**src/rtl/univ_shift_reg.sv**
```systemverilog
// univ_shift_reg: universal shift/rotate register with a self-timed MSB-first serialise burst
module univ_shift_reg #(
    parameter int WIDTH = 4
) (
    input  logic             clk,
    input  logic             rstn,
    input  logic [2:0]       mode,
    input  logic [WIDTH-1:0] par_in,
    input  logic             sin,
    input  logic             start,
    output logic [WIDTH-1:0] q,
    output logic             sout_msb,
    output logic             sout_lsb,
    output logic             busy,
    output logic             done
);
    localparam int CNTW = $clog2(WIDTH);
    typedef enum logic {IDLE, SHIFT} state_t;
    state_t            state_q, state_d;
    logic [CNTW-1:0]   cnt_q, cnt_d;
    logic [WIDTH-1:0]  q_q, q_d;
    logic [WIDTH-1:0]  shl, op;
    assign shl = {q_q[WIDTH-2:0], sin};
    assign op  = mode == 3'b001 ? par_in :
                 mode == 3'b010 ? shl :
                 mode == 3'b011 ? {sin, q_q[WIDTH-1:1]} :
                 mode == 3'b100 ? {q_q[WIDTH-2:0], q_q[WIDTH-1]} :
                 mode == 3'b101 ? {q_q[0], q_q[WIDTH-1:1]} :
                 mode == 3'b110 ? '0 : q_q;
    assign q        = q_q;
    assign sout_msb = q_q[WIDTH-1];
    assign sout_lsb = q_q[0];
    assign busy     = state_q == SHIFT;
    assign done     = busy && cnt_q == '0;
    // next state: a running burst owns the register; when idle, start beats mode
    always_comb begin
        state_d = state_q;
        cnt_d   = cnt_q;
        q_d     = q_q;
        if (state_q == SHIFT) begin
            if (cnt_q != '0) begin
                q_d   = shl;
                cnt_d = cnt_q - 1'b1;
            end else begin
                state_d = IDLE;
            end
        end else if (start) begin
            q_d     = par_in;
            cnt_d   = CNTW'(WIDTH - 1);
            state_d = SHIFT;
        end else begin
            q_d = op;
        end
    end
    // state registers with synchronous active-low reset
    always_ff @(posedge clk) begin
        if (!rstn) begin
            state_q <= IDLE;
            cnt_q   <= '0;
            q_q     <= '0;
        end else begin
            state_q <= state_d;
            cnt_q   <= cnt_d;
            q_q     <= q_d;
        end
    end
endmodule

```
**config.mk**
```make
export PLATFORM = sky130hd
export DESIGN_NAME = univ_shift_reg
export DESIGN_NICKNAME = d
export VERILOG_FILES = /design/src/rtl/univ_shift_reg.sv
export SDC_FILE = /design/constraint.sdc
export NUM_CORES = 1
export LEC_CHECK = 0
export ABC_AREA = 1
export CORE_AREA = 10 10 49 51
export DETAILED_ROUTE_END_ITERATION = 8
export DIE_AREA = 0 0 59 61
export GPL_ROUTABILITY_DRIVEN = 0
export GPL_TIMING_DRIVEN = 1
export PLACE_DENSITY_LB_ADDON = 0.3
export SLEW_MARGIN = 20
export SYNTH_ARGS = -nofsm -noshare
export SYNTH_HDL_FRONTEND = slang
export SYNTH_SLANG_ARGS = --single-unit
```
**constraint.sdc**
```tcl
create_clock -name clk -period 2.6 [get_ports clk]
set_clock_uncertainty 0.1 [all_clocks]
set_input_delay 0.26 -clock clk [delete_from_list [all_inputs] [get_ports clk]]
set_output_delay 0.26 -clock clk [all_outputs]
set_load 0.01 [all_outputs]
```
After elaboration in Yosys (flattened, before gate mapping)
Cells that the tools add are included.
{ "totals": {"register_bits": 7, "inputBits": 11, "output_inout_bits": 8} }
{ "op_classes": {"addsub": 1, "eq_ne": 7, "n_mux": 15, "n_reduce_logical": 7} }
{ "op_table": {"columns": ["cell", "count"], "rows": [
  ["two-way mux 4 bit", 9],
  ["== test 3 bit (second input constant)", 3],
  ["nonzero test 8 bit", 1],
  ["== test 3 x 2 -> 1 bit (second input constant)", 2],
  ["two-way mux 2 bit", 3],
  ["AND reduction 2 bit", 2],
  ["nonzero test 2 bit", 2],
  ["== test 3 x 1 -> 1 bit (second input constant)", 1],
  ["two-way mux 1 bit", 3],
  ["zero test 2 bit", 1],
  ["!= test 2 x 1 -> 1 bit (second input constant)", 1],
  ["subtractor 2 x 1 -> 2 bit (second input constant)", 1],
  ["logical AND 1 bit", 1]
]} }

Logic depth before layout (Yosys ltp)
{ "logic_depth": {"word_depth": 9, "depth_mapped": 9, "ltp_nobuf": 9} }

Least setup slack after synthesis
OpenSTA, ideal clock, no wires.
{ "synth_timing": {"kind": "reg2reg", "start": "register cnt_q[0]", "end": "register q_q[3], in the netlist q[3]", "setup_time_ns": 0.070, "arrival_ns": 1.104, "t_required_ns": 2.430, "setup_slack_ns": 1.326, "path_stages_with_launch": 10, "n_path_buf": 0, "path_cell_list": "dfxtp_1 inv_1 ha_1 nand2_4 o21ai_2 nand2_4 inv_2 nor2_1 nand2_1 a21oi_1"} }
{ "synth_between": {"elab_chain_len": 3} }
{ "synth_rtl": {"columns": ["item", "line", "rtl"], "rows": [
  ["start, declared", "20", "logic [CNTW-1:0] cnt_q, cnt_d;"],
  ["start signal, assigned", "63", "cnt_q <= cnt_d;"],
  ["nonzero test 2 bit", "41", "if (cnt_q != '0) begin"],
  ["!= test 2 x 1 -> 1 bit (no source line)", null, null],
  ["AND reduction 2 bit (no source line)", null, null],
  ["end signal, assigned", "64", "q_q <= q_d;"],
  ["end, declared", "21", "logic [WIDTH-1:0] q_q, q_d;"]
]} }
No other way between the ends.
A chain may end at the register's enable or synchronous reset.

Final worst setup path
{ "layout_timing": {"start": "register cnt_q[0]", "end": "output port done"} }
{ "layout_between": {"elab_chain_len": 2} }
{ "layout_rtl": {"columns": ["item", "line", "rtl"], "rows": [
  ["zero test 2 bit", "34", "assign done = busy && cnt_q == '0;"],
  ["logical AND 1 bit", "34", null],
  ["end, declared", "15", "output logic done"]
]} }
No other way between the ends.

==> impl_metrics.yaml <==
status:
  status: "finished clean"
die:
  die_h_microns: 61
  rows: 14
  dieArea_sq_um: 3600
  fp.dieW_microns: 59
  core_sq_um: 1470
  ios: 19
  start_util_pct: 37.3
timing:
  slew-limit-headroom_pct: 77.8
  worstMarginPinSlew_ns: 0.333
  finalSetupViolCount: 0
  min_period_over_period_pct: 71.4
  drv_slew: 0
  period_minus_slack_ns: 1.86
  tns_ns: 0
  rsz0062_at_grt: "no"
  hold_viol: 0
  fmax_mhz: 539
route:
  drc: 0
  drt.antenna.violating_nets: 0
  vias_per_cell: 4.95
  detail_route.iter0.violations: 9
  wire_per_inst_microns: 11.6
  drt-pass1-iter-count: 4
  vias: 614
  finalWirelength_mm: 1.44
critical_path:
  slowest_stage: "clkdlybuf4s50_1"
  crit_path_start_kind: "flip-flop"
  crit_arrival_ns: 1.50
  end_kind: "primary output"
  r2r-start: "cnt_q[0]$_SDFFE_PN0P_"
  r2r_setup_slack_ns: 1.22
  worst-endpoint-required_ns: 2.24
  critPathMaxStageDelay_ns: 0.53
  r2r_cells: 9
  crit_top_cell: "inv_1"
  crit_chain: "inv_1 -> ha_1 -> nand2_4 -> inv_1 -> clkdlybuf4s50_1"
  reg2reg_to: "q[0]$_SDFFE_PN0P_"
  critPathMaxFanout: 3
  critical_path_class: "reg -> out"
  crit_path_start: "cnt_q[0]$_SDFFE_PN0P_"
  crit_end: "done"
finish:
  ff_latch_area_sq_um: 140
  final_util_pct: 51.7
  nets: 121
  multiInputGateArea_sq_um: 352
  antenna_cells: 0
  drive_gt1_share_pct: 16.7
  nFillCells: 157
  synthToLayoutAreaGrowth_pct: 38.5
synthesis:
  yosysTopAreaCell: "dfxtp_1"
  synth_cell_types: 19
  ys_top_cells_by_area: "dfxtp_1 26%, nand2_1 18%, a21oi_1 8.2%"
  yosysWarnings: 0
  synth_area_sq_um: 549
  synth.avg_cell_area_sq_um: 6.24
  synth-seq-cells: 7
  synth_fp_nets: 100
  synth_top_area_share_pct: 25.5
  ys_seq_area_share_pct: 25.5
  synth_cells: 88
clocking:
  cts_setup_buffers: 0
  clkTransAtPathRegs_ns: 0.05
  h-tree-depth: 1
  clk_latency_ns: 0.25
  clock-sinks: 7
  hold_buffers: 0
  cts-root-buf: "clkbuf_4"
  cts_resized: 0
  clk_path_buf_depth: 2
  cts_buffers: 3
  cts_tree: "yes"
placement:
  io_buffers: 18
  dpl.hpwl_mm: 1.19
global_route:
  grt_max_degree: 9
  grtUsageTotal_pct: 8.79
  grt_pass1_vias: 596
  overflow: 0
  grt_pass1_wl_mm: 2.50
  grt_antenna_before_repair: 0
worst_hold_path:
  hp-start: "cnt_q[0]$_SDFFE_PN0P_"
  hold_path_class: "reg -> reg"
pwr:
  irDropWorstVdd_uv: 260
  power.leakage_nw: 0.372
  p_per_area_nw_per_um2: 478
flow_run:
  drv_cap: 0
-- sequential cells by signal, summed over array words and instances, names as in the netlist --
| name | flops |
|---|---|
| cnt_q | 2 |
| q | 4 |
| busy | 1 |
-- report_power, final --
group | total (W) | internal [W] | switching [W] | leakage (nW)
registers | 0.000137 | 0.000121 | 0.0000160 | 0.0583
clock network | 0.0000976 | 0.0000585 | 0.0000390 | 0.0150
logic | 0.000130 | 0.0000648 | 0.0000649 | 0.299
-- worst max-delay path: cells and delay by family (launching register included) --
family	cells	cell delay, ns
DFF	1	0.30
and+or+nand+nor	1	0.07
adders and majority gates	1	0.21
buffers and inverters	3	0.66
-- synth_stat cells --
cell	number
nand2_1	27
a21oi_1	9
inv_1	8
nand3_1	8
dfxtp_1	7
nor2_1	6
nand2_2	3
nand3_2	3
buf_4	2
inv_2	2
nand2_4	2
nand4_1	2
o21ai_0	2
or2_2	2
a221oi_1	1
clkinv_2	1
ha_1	1
nor2_2	1
o21ai_2	1
-- worst min path at each step --
stage,end,slack [ns],depth (start not counted)
final,cnt_q[0]$_SDFFE_PN0P_,0.38,2
after global routing,cnt_q[0]$_SDFFE_PN0P_,0.40,2
after CTS,cnt_q[0]$_SDFFE_PN0P_,0.38,2
after detailed placement,cnt_q[0]$_SDFFE_PN0P_,0.37,2
after global placement,cnt_q[0]$_SDFFE_PN0P_,0.36,2
after floorplan,cnt_q[0]$_SDFFE_PN0P_,0.28,2
-- kinds of logic after synthesis --
group | after synthesis | synth area share, %
AO/OA/AOI/OAI | 13 | 13.2
AND/OR/NAND/NOR | 54 | 48.5
buffers and inverters | 13 | 10.5
flip-flops | 7 | 25.5
adder cells (fa/ha/maj) | 1 | 2.28
-- stage by stage --
stage / power [W] / hold WS [ns] / setup slack, ns / cells / cell area, sq um
3_3_place_gp: 0.000269 / 0.364 / 0.850 / 120 / 734
4_1_cts: 0.000371 / 0.377 / 0.726 / 124 / 761
3_5_place_dp: 0.000270 / 0.370 / 0.861 / 120 / 734
2_1_floorplan: 0.000211 / 0.283 / 1.33 / 88 / 549
5_1_grt: 0.000395 / 0.402 / 0.663 / 124 / 761
6_report: 0.000364 / 0.377 / 0.744 / 124 / 761
-- layer usage --
metal	part of all wire (%)	global-route usage, %	wire length (microns)	vias up
met5	0	0	0	-
met4	1.5	5.57	21	0
met3	6.8	3.76	98	4
met2	47	14.4	671	15
met1	45	9.09	646	272
li1	-	-	-	323
-- final cells by class --
| type | instances | area share, % |
|---|---|---|
| Clock buffer | 4 | 3.45 |
| Inverter | 11 | 5.59 |
| Multi-Input combinational cell | 68 | 46.2 |
| Sequential cell | 7 | 18.4 |
| Tap cell | 16 | 2.63 |
| Timing Repair Buffer | 18 | 23.7 |
-- layout by cell type (no fill, tap or decap) --
cell type,Yosys,layout
clkbuf_4,0,3
clkinv_2,1,1
o21ai_0,2,2
ha_1,1,1
nand4_1,2,2
inv_2,2,2
nor2_2,1,1
nand2_4,2,2
a221oi_1,1,1
clkdlybuf4s50_1,0,18
nand3_2,3,3
nand2_2,3,3
o21ai_2,1,1
clkbuf_1,0,1
a21oi_1,9,9
nand2_1,27,27
inv_1,8,8
nand3_1,8,8
nor2_1,6,6
or2_2,2,2
dfxtp_1,7,7
(Power assumes the default switching activity.)
